==> src/rtl/seq_det_pkg.sv <==
`default_nettype none
// ============================================================================
//  Module   : seq_det_pkg
//  Purpose  : Default constants and helper function shared by the
//             programmable sequence detector and its match counter.
//  Contents : c_DEF_MAX_LEN, c_DEF_CNT_W, c_DEF_RST_PAT, c_DEF_RST_LEN,
//             len_width() - width needed to hold a length 0..max_len.
//  Revision : 1.0 - initial release
// ============================================================================
package seq_det_pkg;

   localparam int         c_DEF_MAX_LEN = 8;
   localparam int         c_DEF_CNT_W   = 16;
   localparam logic [7:0] c_DEF_RST_PAT = 8'b0001_1011;
   localparam int         c_DEF_RST_LEN = 5;

   // Bits needed to represent every length from 0 up to and including max_len.
   function automatic int len_width(input int max_len);
      return $clog2(max_len + 1);
   endfunction

endpackage
`default_nettype wire

==> src/rtl/sat_counter.sv <==
`default_nettype none
// ============================================================================
//  Module   : sat_counter
//  Purpose  : Up-counter that sticks at its all-ones value.
//  Ports    : clk  - rising-edge clock
//             rst  - asynchronous active-high reset, clears the count
//             inc  - increment enable
//             cnt  - current count (WIDTH bits)
//  Revision : 1.0 - initial release
// ============================================================================
module sat_counter #(
   parameter int WIDTH = 16
) (
   input  logic             clk,
   input  logic             rst,
   input  logic             inc,
   output logic [WIDTH-1:0] cnt
);

   logic [WIDTH-1:0] r_cnt;

   always_ff @(posedge clk or posedge rst) begin
      if (rst) begin
         r_cnt <= '0;
      end else if (inc && (r_cnt != '1)) begin
         r_cnt <= r_cnt + WIDTH'(1);
      end
   end

   assign cnt = r_cnt;

endmodule
`default_nettype wire

==> src/rtl/seq_det_prog.sv <==
`default_nettype none
// ============================================================================
//  Module   : seq_det_prog
//  Purpose  : Programmable serial pattern detector (Mealy) with overlapping /
//             non-overlapping modes and a saturating match counter.
//  Ports    : clk       - rising-edge clock
//             rst       - asynchronous active-high reset
//             y         - serial data bit
//             in_valid  - y is sampled only when high
//             cfg_load  - one-cycle pulse latching pat / pat_len / overlap
//             pat       - pattern, pat[pat_len-1] is received first
//             pat_len   - pattern length (legal 2..MAX_LEN)
//             overlap   - 1 = overlapping, 0 = non-overlapping detection
//             z         - combinational match, same cycle as the last bit
//             z_q       - z registered by one clock
//             match_cnt - saturating number of matches
//             cfg_err   - latched pattern length is illegal
//  Revision : 1.0 - initial release
// ============================================================================
module seq_det_prog
   import seq_det_pkg::*;
#(
   parameter int                 MAX_LEN = c_DEF_MAX_LEN,
   parameter int                 CNT_W   = c_DEF_CNT_W,
   parameter logic [MAX_LEN-1:0] RST_PAT = MAX_LEN'(c_DEF_RST_PAT),
   parameter int                 RST_LEN = c_DEF_RST_LEN
) (
   input  logic                             clk,
   input  logic                             rst,
   input  logic                             y,
   input  logic                             in_valid,
   input  logic                             cfg_load,
   input  logic [MAX_LEN-1:0]               pat,
   input  logic [len_width(MAX_LEN)-1:0]    pat_len,
   input  logic                             overlap,
   output logic                             z,
   output logic                             z_q,
   output logic [CNT_W-1:0]                 match_cnt,
   output logic                             cfg_err
);

   localparam int c_LW = len_width(MAX_LEN);

   logic [MAX_LEN-1:0] r_hist;
   logic [c_LW-1:0]    r_fill;
   logic [MAX_LEN-1:0] r_cfg_pat;
   logic [c_LW-1:0]    r_cfg_len;
   logic               r_cfg_ovl;
   logic               r_cfg_err;
   logic               r_z_q;

   logic [MAX_LEN:0]   w_win;
   logic [MAX_LEN:0]   w_mask;
   logic               w_bits_eq;
   logic               w_fill_ok;
   logic               w_len_bad;
   logic [c_LW-1:0]    w_fill_inc;
   logic               w_z;

   // Current bit joins the history so the last pattern bit can match
   // in the same cycle it arrives.
   assign w_win = {r_hist, y};

   // Select only the newest cfg_len bits of the window for comparison.
   always_comb begin
      w_mask = '0;
      for (int i = 0; i <= MAX_LEN; i++) begin
         if (i < int'(r_cfg_len)) begin
            w_mask[i] = 1'b1;
         end
      end
   end

   assign w_bits_eq = (((w_win ^ {1'b0, r_cfg_pat}) & w_mask) == '0);

   // fill counts bits eligible to be part of a match; the incoming bit
   // supplies one more, hence fill + 1 >= cfg_len.
   assign w_fill_ok  = (({1'b0, r_fill} + (c_LW + 1)'(1)) >= {1'b0, r_cfg_len});

   assign w_fill_inc = (r_fill == c_LW'(MAX_LEN)) ? r_fill : (r_fill + c_LW'(1));

   assign w_len_bad  = (pat_len < c_LW'(2)) || (int'(pat_len) > MAX_LEN);

   assign w_z = ~rst & in_valid & ~cfg_load & ~r_cfg_err & w_fill_ok & w_bits_eq;

   always_ff @(posedge clk or posedge rst) begin
      if (rst) begin
         r_hist    <= '0;
         r_fill    <= '0;
         r_cfg_pat <= RST_PAT;
         r_cfg_len <= c_LW'(RST_LEN);
         r_cfg_ovl <= 1'b1;
         r_cfg_err <= 1'b0;
         r_z_q     <= 1'b0;
      end else begin
         r_z_q <= w_z;
         if (cfg_load) begin
            // Loading a new pattern discards any partial match; y is ignored.
            r_cfg_pat <= pat;
            r_cfg_len <= pat_len;
            r_cfg_ovl <= overlap;
            r_cfg_err <= w_len_bad;
            r_fill    <= '0;
         end else if (in_valid) begin
            r_hist <= {r_hist[MAX_LEN-2:0], y};
            // Non-overlapping mode: bits consumed by a match cannot be reused.
            r_fill <= (w_z && !r_cfg_ovl) ? '0 : w_fill_inc;
         end
      end
   end

   sat_counter #(
      .WIDTH (CNT_W)
   ) u_match_cnt (
      .clk (clk),
      .rst (rst),
      .inc (w_z),
      .cnt (match_cnt)
   );

   assign z       = w_z;
   assign z_q     = r_z_q;
   assign cfg_err = r_cfg_err;

endmodule
`default_nettype wire
==> config.mk <==
export PLATFORM = sky130hd
export DESIGN_NAME = seq_det_prog
export DESIGN_NICKNAME = d
export VERILOG_FILES = /design/src/rtl/seq_det_pkg.sv /design/src/rtl/sat_counter.sv /design/src/rtl/seq_det_prog.sv
export SDC_FILE = /design/constraint.sdc
export NUM_CORES = 1
export LEC_CHECK = 0
export BUFFER_PORTS_ARGS = -buffer_cell sky130_fd_sc_hd__buf_2
export CAP_MARGIN = 40
export CORE_ASPECT_RATIO = 1.25
export CORE_MARGIN = 4
export CORE_UTILIZATION = 30
export CTS_BUF_LIST = sky130_fd_sc_hd__clkbuf_16
export CTS_CLUSTER_SIZE = 8
export DETAILED_ROUTE_END_ITERATION = 8
export PLACE_DENSITY_LB_ADDON = 0.05
export SLEW_MARGIN = 20
export SYNTH_ARGS = -nofsm -noshare
export SYNTH_HDL_FRONTEND = slang
export SYNTH_HIERARCHICAL = 1
export SYNTH_SLANG_ARGS = --single-unit
==> constraint.sdc <==
create_clock -name clk -period 4.6 [get_ports clk]
set_clock_uncertainty 0.1 [all_clocks]
set_input_delay 0.23 -clock clk [delete_from_list [all_inputs] [get_ports clk]]
set_output_delay 0.23 -clock clk [all_outputs]
set_load 0.02 [all_outputs]
# Word-level counts from Yosys, hierarchy flattened
# Index checks and enable logic that the tools add are counted.
dict set report op_classes {
  eq_ne 3
  n_addsub 3
  n_bitwise 10
  mux 13
  reduce_logical 8
  n_lt_le_gt_ge 12
}
# op count
set ops {}
lappend ops {{$add A16 B1 Y16 const B} 1}
lappend ops {{$lt A3 B4 Y1 const A} 4}
lappend ops {{$mux W4} 4}
lappend ops {{$ne A16 B16 Y1 const B} 1}
lappend ops {{$and A9 B9 Y9} 1}
lappend ops {{$logic_not A9 Y1} 1}
lappend ops {{$mux W1} 9}
lappend ops {{$xor A9 B8 Y9} 1}
lappend ops {{$lt A1 B4 Y1 const A} 2}
lappend ops {{$lt A2 B4 Y1 const A} 2}
lappend ops {{$add A4 B1 Y5 const B} 1}
lappend ops {{$and A1 B1 Y1} 5}
lappend ops {{$ge A5 B4 Y1} 1}
lappend ops {{$add A4 B1 Y4 const B} 1}
lappend ops {{$eq A4 B4 Y1 const B} 1}
lappend ops {{$gt A4 B4 Y1 const B} 1}
lappend ops {{$lt A4 B2 Y1 const B} 1}
lappend ops {{$lt A4 B4 Y1 const A} 1}
lappend ops {{$reduce_and A2 Y1} 2}
lappend ops {{$ne A3 B2 Y1 const B} 1}
lappend ops {{$not A1 Y1} 3}
lappend ops {{$logic_and A1 B1 Y1} 2}
lappend ops {{$reduce_bool A2 Y1} 1}
lappend ops {{$logic_not A1 Y1} 1}
lappend ops {{$logic_or A1 B1 Y1} 1}
dict set report totals {
  register_bits 43
  input_bits 18
  output_inout_bits 19
  wordCells 57
}

# Depth between registers and ports, before layout
# Gate-level depths: netlist (run 1).
dict set report depth {
  depth_word 10
  mapped_depth 11
  mapped_depth_nobuf 11
}

# Modules after synthesis
# Netlist (run 1), hierarchy kept.
# mod area_each_um2 cells_each seq_area_each_um2 instances
set modules_own_cells {}
lappend modules_own_cells {seq_det_prog 1376.3 120 684.4 1}
lappend modules_own_cells {sat_counter 805.8 71 400.4 1}

# Worst setup path before layout (run 1)
# OpenSTA, ideal clock, no wires.
dict set report synth_path {
  path_type {register to register}
  start {register r_fill[0]}
  end {register u_match_cnt.r_cnt[14], in the netlist u_match_cnt/cnt[14]}
  arrival_time_ns 2.498
  required_time_ns 4.375
  stages_incl_launch_ff 12
  period_less_slack_ns 2.723
  setup_slack_ns 1.877
  setup_ns 0.125
  path_buffers 0
  cell_sequence {dfrtp_1 > ha_1 > xor2_1 > ha_1 > o21ai_0 > o21ai_0 > nand3_1 > inv_1 > and4_1 > nand3_1 > nor2_1 > mux2_2}
}
dict set report synth_via {
  elab_chain_cells 5
}
# item line_no
set synth_rtl {}
lappend synth_rtl {{from (decl)} seq_det_prog.sv:45} ;# logic [c_LW-1:0] r_fill;
lappend synth_rtl {{from (signal assigned)} seq_det_prog.sv:107} ;# r_fill <= (w_z && !r_cfg_ovl) ? '0 : w_fill_inc;
lappend synth_rtl {{$add A4 B1 Y5} seq_det_prog.sv:78} ;# assign w_fill_ok = (({1'b0, r_fill} + (c_LW + 1)'(1)) >= {1'b0, r_cfg_len});
lappend synth_rtl {{$ge A5 B4 Y1} seq_det_prog.sv:78}
lappend synth_rtl {{$and A1 B1 Y1 (2 in a row)} seq_det_prog.sv:84} ;# assign w_z = ~rst & in_valid & ~cfg_load & ~r_cfg_err & w_fill_ok & w_bits_eq;
lappend synth_rtl {{named net z} seq_det_prog.sv:36} ;# output logic z,
lappend synth_rtl {{$logic_and A1 B1 Y1} sat_counter.sv:25} ;# end else if (inc && (r_cnt != '1)) begin
lappend synth_rtl {{to (signal assigned)} sat_counter.sv:26} ;# r_cnt <= r_cnt + WIDTH'(1);
lappend synth_rtl {{to (decl)} sat_counter.sv:20} ;# logic [WIDTH-1:0] r_cnt;
# The timed path passes the listed nets, and every way through them passes these cells.
# A chain may end at the register's enable or synchronous reset.

# Worst setup path after layout (run 1)
dict set report layout_path {
  start {input rst}
  end {register u_match_cnt.r_cnt[14], in the netlist u_match_cnt/cnt[14]}
}
dict set report layout_via {
  elab_chain_cells 7
}
# item line_no
set layout_rtl {}
lappend layout_rtl {{from (decl)} seq_det_prog.sv:29} ;# input logic rst,
lappend layout_rtl {{$not A1 Y1} seq_det_prog.sv:84}
lappend layout_rtl {{$and A1 B1 Y1 (5 in a row)} seq_det_prog.sv:84}
lappend layout_rtl {{$logic_and A1 B1 Y1} sat_counter.sv:25}
# No other way between the ends.

==> impl_metrics.csv, run 1 <==
group,metric,value,unit
placement,gp_congestion,0.7124,
synthesis,synth_top_area_cell,"dfrtp_1",
finish,final_area,0.002621,mm²
power_and_ir_drop,ir_worst_vdd,132.7,µV
setup_path,cp-start-kind,"primary input",
clock_tree,cts_buffer_depth,2,
setup_path,cp_num_buf_inv,5,
flow_run,cap_violations,0,
clock_tree,clock_latency,0.28,ns
routing,drcViolationCount,0,
timing,drv_slew,0,
clock_tree,path_clk_slew,0.07,ns
routing,detail_route.wl_per_cell,14.43,µm
global_routing,gr-total-overflow,0,
setup_path,r2r_end,"u_match_cnt/cnt[14]$_DFFE_PP0P_",
routing,drtIter0Drc,71,
setup_path,cp.required,4.67,ns
hold_path,min_path_cells,2,
routing,drt.antenna.violating_nets,0,
synthesis,synth_nets,216,
global_routing,antenna_found_initial,0,
synthesis,synth_common_cells,"dfrtp_1 (36), mux2_2 (20), xnor2_1 (20)",
setup_path,critPathSlowestCell,"dlygate4sd3_1",
placement,io_buffers,36,
floorplan,num_rows,34,
setup_path,crit_cells,12,
floorplan,ios,37,
synthesis,ys.flop_type,"dfrtp_1",
routing,via_per_inst,4.790,
finish,fillers,714,
floorplan,die_area,0.008710,mm²
timing,period_needed,2.936,ns
clock_tree,cts.repair.resized,0,
timing,tightest_slew,0.7084,ns
synthesis,async_reset_ff_share,100.0,%
synthesis,ys_top_cells_by_area,"dfrtp_1 (41%), mux2_2 (10%), dfstp_2 (8.4%)",
setup_path,r2r_cells,11,
timing,period_share,63.82,%
setup_path,cp_cell_sequence,"dlygate4sd3_1 > buf_2 > inv_1 > buf_4 > nand3_1 > nor4_1 > nand3_1 > inv_1 > and4_1 > nand3_1 > nor2_1 > mux2_2",
hold_path,hold_start,"pat[7]",
finish,layout-drive-gt1-share,32.91,%
setup_path,max_stage_delay,0.52,ns
finish,area_growth,20.13,%
timing,finalHoldViolations,0,
outcome,outcome,"complete, no violations",
synthesis,synth_edf_count,0,
routing,wl,4676,µm
global_routing,grtUsageTotal,11.64,%
setup_path,crit_path_max_fanout,28,
clock_tree,cts_sinks,43,
synthesis,ys_seq_area_share,49.71,%
synthesis,syn_avg_cell_area,11.42,µm²
floorplan,start_util,31.09,%
synthesis,syn_area,0.002182,mm²
power_and_ir_drop,p_total,953.2,µW
timing,fin_tns_setup,0,ns
timing,slew_headroom,52.68,%
setup_path,r2r-start,"r_fill[0]$_DFFE_PP0P_",
placement,dpl.hpwl,3465,µm
routing,route.vias.total,1552,
setup_path,crit_path_frequent_cell,"nand3_1",
synthesis,synth_cell_types,39,
setup_path,cpLargestDelayFamily,"buffers and inverters",
hold_path,hold_end,"r_cfg_pat[7]$_DFFE_PP0P_",
clock_tree,cts_tree,"done",
synthesis,synthCells,191,
clock_tree,cts-htree-levels,2,
global_routing,grt_pass1_vias,1635,
clock_tree,cts_root_buf,"clkbuf_16",
placement,place_area,0.002470,mm²
setup_path,rrSetupSlack,1.68,ns
hold_path,hold_path_class,"in2reg",
floorplan,die_w,84.28,µm
floorplan,core_area,0.007019,mm²
synthesis,yosysTopAreaCellShare,41.28,%
clock_tree,cts_made_buffers,5,
routing,firstDrtPassIters,4,
finish,antennaDiodeCount,0,
global_routing,grt_first_pass_wirelength,8066,µm
setup_path,endpoint_kind,"flop",
synthesis,ys_seq_elements,43,
synthesis,ys.warnings.count,6,
synthesis,synth_most_common_cell,"dfrtp_1",
floorplan,die_y,103.4,µm
finish,nets,258,
global_routing,grt_max_degree,29,
setup_path,arrival,3.00,ns
power_and_ir_drop,leakagePower,1.221,nW
timing,rsz0062_at_grt,"false",
power_and_ir_drop,power_density,363.6,mW/mm²
setup_path,crit_type,"in2reg",
timing,setup_violations,0,
timing,clock.fmax,340.6,MHz
metal layers:
metal  part of all wire, %  GRT usage [%]
met5                     0              0
met3                   4.7          3.249
met4                  0.81          4.332
met2                    51          19.87
met1                    44          14.12
area by class of cell:
cell class	count	area, µm²	area share [%]
Clock buffer	5	125.1	4.773
Clock inverter	3	16.27	0.6205
Inverter	9	33.78	1.289
Multi-Input combinational cell	136	1051	40.10
Sequential cell	43	1085	41.38
Tap cell	90	112.6	4.296
Timing Repair Buffer	38	197.7	7.542
worst max path at each step:
stage / slack, ns / endpoint / startpoint
6_report: 1.66 / u_match_cnt/cnt[14]$_DFFE_PP0P_ / rst
5_1_grt: 1.36 / u_match_cnt/cnt[14]$_DFFE_PP0P_ / rst
4_1_cts: 1.61 / u_match_cnt/cnt[14]$_DFFE_PP0P_ / rst
3_5_place_dp: 1.45 / u_match_cnt/cnt[14]$_DFFE_PP0P_ / cfg_load
3_3_place_gp: 1.53 / u_match_cnt/cnt[14]$_DFFE_PP0P_ / cfg_load
2_1_floorplan: 1.88 / u_match_cnt/cnt[14]$_DFFE_PP0P_ / r_fill[0]$_DFFE_PP0P_
timing repair:
| item | in CTS | in global routing |
|---|---|---|
| endpoints found under the hold margin | 36 | 0 |
| setup endpoints to repair | 0 | 0 |
| setup buffers | 0 | 0 |
| hold buffers | 1 | 0 |
worst register-to-register path: stages, from the launching register on:
cell	delay, ns
dfrtp_1	0.40
inv_1	0.09
ha_1	0.33
ha_1	0.29
a211oi_1	0.06
o21ai_0	0.20
nand3_1	0.20
inv_1	0.24
and4_1	0.30
nand3_1	0.14
nor2_1	0.13
mux2_2	0.33
logic make-up (layout without fill, tap and decap cells):
family          after synthesis  after routing  synth area share, %
flops                        43             43                49.71
simple gates                 59             59                16.51
xor+xnor                     22             22                8.831
mux                          23             23                11.70
fa+ha+maj                     7              7                4.014
compound gates               25             25                7.111
buf+inv                      12             55                2.121
power breakdown:
part           switching (mW)  internal [mW]  total (mW)
Sequential             0.0386          0.426       0.465
Combinational          0.0628         0.0787       0.142
Clock                   0.149          0.198       0.347
Total                   0.250          0.703       0.953
state kept, by name, summed over array words and instances (netlist names):
signal           cells
cfg_err              1
r_cfg_len            4
r_cfg_ovl            1
r_cfg_pat            8
r_fill               4
r_hist               8
u_match_cnt/cnt     16
z_q                  1
through the flow:
| step | cells | hold WS [ns] | utilization (%) | setup slack (ns) |
|---|---|---|---|---|
| 2_1_floorplan | 191 | 0.04374 | - | 1.877 |
| 3_3_place_gp | 315 | 0.2423 | 35.19 | 1.531 |
| 3_5_place_dp | 315 | 0.2413 | 35.19 | 1.454 |
| 4_1_cts | 324 | 0.06952 | 37.34 | 1.615 |
| 5_1_grt | 324 | 0.07918 | 37.34 | 1.362 |
| 6_report | 324 | 0.07774 | 37.34 | 1.664 |
cells in the final DEF, fill, tap and decap left out, drive strengths merged, types with 2 or more instances in the layout:
master  instances
buf            37
dfrtp          36
mux2           20
xnor2          20
nand2          13
inv            10
nand3          10
nor2            8
o21ai           7
ha              7
dfstp           7
nand4           7
o21a            5
clkbuf          5
and3            5
a21oi           4
and4            4
a31oi           3
mux2i           3
nor4            3
xor2            2
nor3b           2
o22ai           2
nand2b          2
(Power assumes the default switching activity.)
==> run 2: changes to the inputs <==
Settings changed: ABC_AREA from default to 1.
Clock period 4.6 ns to 2.85 ns, I/O delays scaled along.
==> run 2 against run 1 <==
Design area rose by 24%. Sequential power increased by 61%. Final cell count up 65%. Critical endpoint is now u_match_cnt/cnt[7]$_DFFE_PP0P_. Largest cell class is now multi-input combinational cells.
==> impl_metrics.csv, run 2 <==
group,metric,value,unit
synthesis,synth_cell_types,29,
synthesis,synth_common_cells,"nand2_1 (130), inv_1 (46), dfrtp_1 (36)",
hold_path,hold_end,"r_hist[0]$_DFFE_PP0P_",
routing,wl,6419,µm
floorplan,die_area,0.01039,mm²
global_routing,gr-total-overflow,0,
floorplan,ios,37,
timing,period_share,89.10,%
synthesis,ys_seq_elements,43,
synthesis,yosysTopAreaCellShare,34.06,%
routing,drcViolationCount,0,
global_routing,antenna_found_initial,0,
clock_tree,cts_made_buffers,5,
setup_path,r2r_end,"u_match_cnt/cnt[7]$_DFFE_PP0P_",
finish,area_growth,22.42,%
clock_tree,cts_sinks,43,
power_and_ir_drop,ir_worst_vdd,250.4,µV
synthesis,synth_nets,386,
floorplan,start_util,30.57,%
synthesis,synth_edf_count,0,
placement,dpl.hpwl,4804,µm
global_routing,grt_first_pass_wirelength,11050,µm
floorplan,die_w,91.99,µm
finish,utilization,37.42,%
synthesis,ys.warnings.count,6,
setup_path,crit_path_max_fanout,16,
timing,tightest_slew,0.6639,ns
clock_tree,cts.repair.resized,0,
timing,finalHoldViolations,0,
synthesis,ys.flop_type,"dfrtp_1",
hold_path,min_path_cells,3,
synthesis,synth_most_common_cell,"nand2_1",
flow_run,cap_violations,0,
clock_tree,clock_latency,0.29,ns
synthesis,syn_area,0.002645,mm²
timing,setup_violations,0,
timing,rsz0062_at_grt,"false",
finish,antennaDiodeCount,0,
routing,detail_route.wl_per_cell,11.98,µm
floorplan,num_rows,38,
setup_path,cp-start-kind,"flop",
synthesis,syn_avg_cell_area,7.327,µm²
global_routing,grt_pass1_vias,2292,
power_and_ir_drop,power_density,518.1,mW/mm²
routing,firstDrtPassIters,4,
setup_path,rrSetupSlack,0.31,ns
timing,clock.fmax,393.8,MHz
setup_path,endpoint_kind,"flop",
timing,slew_headroom,55.69,%
synthesis,synth_top_area_cell,"dfrtp_1",
finish,nets,440,
finish,final_cell_mix,"nand2_1 (130), inv_1 (47), dfrtp_1 (36), buf_2 (36)",
floorplan,core_area,0.008653,mm²
timing,period_needed,2.539,ns
setup_path,cp.required,2.97,ns
clock_tree,cts_tree,"done",
placement,gp_congestion,0.8166,
power_and_ir_drop,leakagePower,1.619,nW
finish,fillers,942,
synthesis,ys_top_cells_by_area,"dfrtp_1 (34%), nand2_1 (18%), dfstp_2 (7.0%)",
clock_tree,cts-htree-levels,2,
clock_tree,cts_buffer_depth,2,
clock_tree,post-cts-setup-buffer-count,0,
finish,final_common_cell,"nand2_1",
global_routing,grtUsageTotal,13.36,%
synthesis,synthCells,361,
finish,largest_reg_flops,16,
clock_tree,cts_hold_buffers,13,
hold_path,hold_start,"y",
placement,io_buffers,36,
routing,via_per_inst,4.379,
timing,fin_tns_setup,0,ns
finish,layout-drive-gt1-share,22.60,%
clock_tree,path_clk_slew,0.07,ns
setup_path,crit_type,"reg2reg",
synthesis,async_reset_ff_share,100.0,%
outcome,outcome,"complete, no violations",
setup_path,arrival,2.66,ns
floorplan,die_y,113.0,µm
global_routing,grt_max_degree,29,
routing,route.vias.total,2347,
setup_path,r2r-start,"r_fill[0]$_DFFE_PP0P_",
routing,drtIter0Drc,82,
hold_path,hold_path_class,"in2reg",
synthesis,ys_seq_area_share,41.01,%
timing,drv_slew,0,
routing,drt.antenna.violating_nets,0,
clock_tree,cts_root_buf,"clkbuf_16",
setup_path,r2r_cells,12,
==> run 2: changes by cell type in the layout (fill, tap and decap cells not counted), moves of 13 or more <==
cell     change
inv_1       +37
mux2_2      -20
nand2_1    +118
nor2_1      +13
o21ai_1     +20
xnor2_1     -18
==> run 2: layer usage <==
metal | vias to the layer above | GRT usage (%) | share of wire, % | routed length, µm
met4 | 0 | 3.964 | 1.1 | 70
met3 | 6 | 3.059 | 4.1 | 264
met2 | 51 | 23.78 | 51 | 3253
met5 | - | 0 | 0 | 0
li1 | 1233 | - | - | -
met1 | 1057 | 16.00 | 44 | 2831
==> run 2: kinds of logic (layout without fill, tap and decap cells) <==
group           after synthesis  after routing  share of synthesized area [%]
fa+ha+maj                     7              7                          3.311
compound gates               36             36                          7.947
buf+inv                      59            114                          8.846
simple gates                210            210                          36.90
xor+xnor                      6              6                          1.987
flops                        43             43                          41.01
==> run 2: critical path, cell delays in order (launching register included) <==
cell	delay, ns
dfrtp_1	0.42
ha_1	0.24
xor2_1	0.18
ha_1	0.32
nand2_1	0.05
nor2_1	0.09
nand2_1	0.07
nand4_2	0.13
and3_1	0.18
inv_1	0.09
nor2_4	0.40
nand2_1	0.12
o21ai_2	0.07
==> run 2: worst max path at each step <==
stage / start / to / cells past startpoint
6_report: r_fill[0]$_DFFE_PP0P_ / u_match_cnt/cnt[7]$_DFFE_PP0P_ / 12
5_1_grt: r_fill[0]$_DFFE_PP0P_ / u_match_cnt/cnt[5]$_DFFE_PP0P_ / 12
4_1_cts: r_fill[0]$_DFFE_PP0P_ / u_match_cnt/cnt[7]$_DFFE_PP0P_ / 12
3_5_place_dp: r_fill[0]$_DFFE_PP0P_ / u_match_cnt/cnt[7]$_DFFE_PP0P_ / 12
2_1_floorplan: r_fill[0]$_DFFE_PP0P_ / u_match_cnt/cnt[13]$_DFFE_PP0P_ / 15
3_3_place_gp: r_fill[0]$_DFFE_PP0P_ / u_match_cnt/cnt[5]$_DFFE_PP0P_ / 12
==> run 2: area by class of cell <==
type                       count  area, µm²  area share [%]
sequential                    43       1085           33.50
inverter                      54      202.7           6.260
clock inverter                 3      16.27          0.5023
clock buffer                   5      125.1           3.864
tap                          120      150.1           4.637
timing repair buffer          52      332.8           10.28
multi-input combinational    259       1326           40.96
==> run 2: power breakdown <==
part | internal, mW | total [mW] | switching (mW) | leakage (nW)
clock | 0.320 | 0.569 | 0.248 | 0.0710
sequential | 0.683 | 0.747 | 0.0640 | 0.515
combinational | 0.136 | 0.362 | 0.227 | 1.03
total | 1.14 | 1.68 | 0.539 | 1.62
==> run 2: per-stage QoR <==
stage,cell area (µm²),hold slack (ns),instances,setup slack [ns],total power [mW]
detailed placement,2967,0.1503,515,0.2933,1.116
CTS,3238,0.003093,536,0.2861,1.717
floorplan,2645,-0.04376,361,0.2726,1.007
finish,3238,0.007374,536,0.3106,1.678
global placement,2967,0.1742,515,0.3303,1.110
global route,3238,0.02849,536,0.08373,1.799
==> run 3: changes to the inputs <==
Settings changed: BUFFER_PORTS_ARGS -buffer_cell sky130_fd_sc_hd__buf_2 to default, DONT_BUFFER_PORTS from default to 1, RECOVER_POWER from default to 25.
==> run 3 against run 2 <==
The flow now finishes with violations (capacitance limit, slew limit). Core utilization is 1.5 points lower. Sequential share of layout area rose by 1.4 points. Count of clock-buffer cells in the layout unchanged. Die area did not move. Setup slack better by 0.044 ns. Design area down 4.1%. Total power decreased by 1.3%. Routed wire length up 3.4%. First-iteration DRC count down 26%. Hold slack better by 0.0024 ns. Sequential cell count is the same.
==> impl_metrics.csv, run 3 (synthesis results as in run 2) <==
group,metric,value,unit
global_routing,grt_first_pass_wirelength,11450,µm
flow_run,cap_violations,1,
routing,drt.antenna.violating_nets,0,
finish,final_common_cell,"nand2_1",
setup_path,arrival,2.58,ns
timing,clock.fmax,400.7,MHz
clock_tree,cts_made_buffers,5,
setup_path,rrSetupSlack,0.35,ns
finish,largest_reg_flops,16,
finish,area_growth,17.41,%
timing,drv_slew,27,
finish,layout-drive-gt1-share,13.80,%
floorplan,die_w,91.99,µm
setup_path,endpoint_kind,"flop",
placement,dpl.hpwl,4807,µm
clock_tree,clock_latency,0.29,ns
routing,route.vias.total,2203,
finish,final_area,0.003105,mm²
routing,drtIter0Drc,61,
timing,period_share,87.57,%
timing,period_needed,2.496,ns
timing,fin_tns_setup,0,ns
placement,io_buffers,0,
clock_tree,cts_sinks,43,
routing,drcViolationCount,0,
clock_tree,cts_root_buf,"clkbuf_16",
global_routing,antenna_found_initial,0,
power_and_ir_drop,leakagePower,1.492,nW
global_routing,grt_pass1_vias,2250,
clock_tree,path_clk_slew,0.06,ns
setup_path,r2r-start,"r_fill[0]$_DFFE_PP0P_",
routing,via_per_inst,4.371,
clock_tree,cts_buffer_depth,2,
timing,finalHoldViolations,0,
clock_tree,cts-htree-levels,2,
outcome,violations,"capacitance limit, slew limit",
global_routing,grtUsageTotal,13.91,%
routing,firstDrtPassIters,4,
clock_tree,cts_tree,"done",
floorplan,num_rows,38,
hold_path,min_path_cells,2,
finish,nets,408,
timing,tightest_slew,1.603,ns
power_and_ir_drop,ir_worst_vdd,279.9,µV
timing,setup_violations,0,
hold_path,hold_end,"cfg_err$_DFFE_PP0P_",
floorplan,die_area,0.01039,mm²
hold_path,hold_start,"pat_len[1]",
placement,gp_congestion,0.7805,
setup_path,r2r_cells,15,
power_and_ir_drop,power_density,533.0,mW/mm²
routing,wl,6640,µm
outcome,outcome,"complete, but fails checks",
timing,rsz0062_at_grt,"false",
floorplan,ios,37,
setup_path,cp-start-kind,"flop",
setup_path,crit_start,"r_fill[0]$_DFFE_PP0P_",
setup_path,crit_path_max_fanout,5,
setup_path,crit_type,"reg2reg",
finish,final_cell_mix,"nand2_1 (130), inv_1 (49), dfrtp_1 (36)",
timing,slew_headroom,-6.865,%
clock_tree,post-cts-setup-buffer-count,0,
setup_path,cp.required,2.93,ns
setup_path,r2r_end,"u_match_cnt/cnt[13]$_DFFE_PP0P_",
routing,detail_route.wl_per_cell,13.17,µm
global_routing,grt_max_degree,30,
floorplan,die_y,113.0,µm
floorplan,start_util,30.57,%
finish,antennaDiodeCount,0,
hold_path,hold_path_class,"in2reg",
placement,place_area,0.002786,mm²
global_routing,gr-total-overflow,0,
floorplan,core_area,0.008653,mm²
clock_tree,cts.repair.resized,0,
-- run 3: cell count changes in the layout (fill, tap and decap cells not counted), sizes merged --
cell         change
buf             -36
clkbuf           +1
clkinv           +1
clkinvlp         -1
dlygate4sd3      +3
-- run 3: layout make-up --
class | count | area, µm²
fillers | 956 | 5548
multi-input cells | 259 | 1326
clock inverters | 3 | 17.52
repair buffers | 20 | 198.9
flip-flops and latches | 43 | 1085
well taps | 120 | 150.1
clock buffers | 5 | 125.1
inverters | 54 | 202.7
-- run 3: worst max-delay path by stage --
stage	end	slack, ns	cells past startpoint
floorplan	u_match_cnt/cnt[13]$_DFFE_PP0P_	0.27	15
global placement	u_match_cnt/cnt[13]$_DFFE_PP0P_	0.39	15
detailed placement	u_match_cnt/cnt[13]$_DFFE_PP0P_	0.34	15
CTS	u_match_cnt/cnt[13]$_DFFE_PP0P_	0.33	15
global route	u_match_cnt/cnt[13]$_DFFE_PP0P_	0.11	15
finish	u_match_cnt/cnt[13]$_DFFE_PP0P_	0.35	15
-- run 3: timing repair --
item                       4_1_cts  5_1_grt
hold buffers                    17        0
setup endpoints to repair        0        0
hold endpoints to repair        62        0
-- run 3: through the flow --
| stage | worst slack, ns | std cells | hold WS (ns) | power [mW] | util, % |
|---|---|---|---|---|---|
| after CTS | 0.3340 | 504 | 0.001324 | 1.698 | 35.93 |
| final | 0.3544 | 504 | 0.009760 | 1.655 | 35.89 |
| after floorplan | 0.2726 | 361 | -0.04376 | 1.007 | - |
| after global routing | 0.1085 | 504 | 0.01018 | 1.774 | 35.89 |
| after detailed placement | 0.3425 | 479 | -0.1935 | 1.074 | 32.20 |
| after global placement | 0.3877 | 479 | -0.1936 | 1.070 | 32.20 |
-- run 3: worst max-delay path: stages (launching register included) --
cell     delay, ns
dfrtp_1       0.43
ha_1          0.24
xor2_1        0.17
ha_1          0.33
nand2_1       0.06
nor2_1        0.09
nand2_1       0.06
nand4_2       0.12
and3_1        0.18
inv_1         0.09
nor2_1        0.11
nand2_1       0.06
nor2_1        0.14
nand3_1       0.09
nand2_1       0.07
inv_1         0.03
-- run 3: metal layers --
metal	track usage (%)	vias up	part of all wire, %
li1	-	1164	-
met2	24.66	31	50
met3	3.324	7	3.7
met4	3.865	0	1.3
met1	16.77	1001	45
met5	0	-	0
-- run 3: where the power goes --
| part | switching, mW | internal, mW |
|---|---|---|
| registers | 0.103 | 0.680 |
| logic | 0.182 | 0.113 |
| clock network | 0.255 | 0.322 |
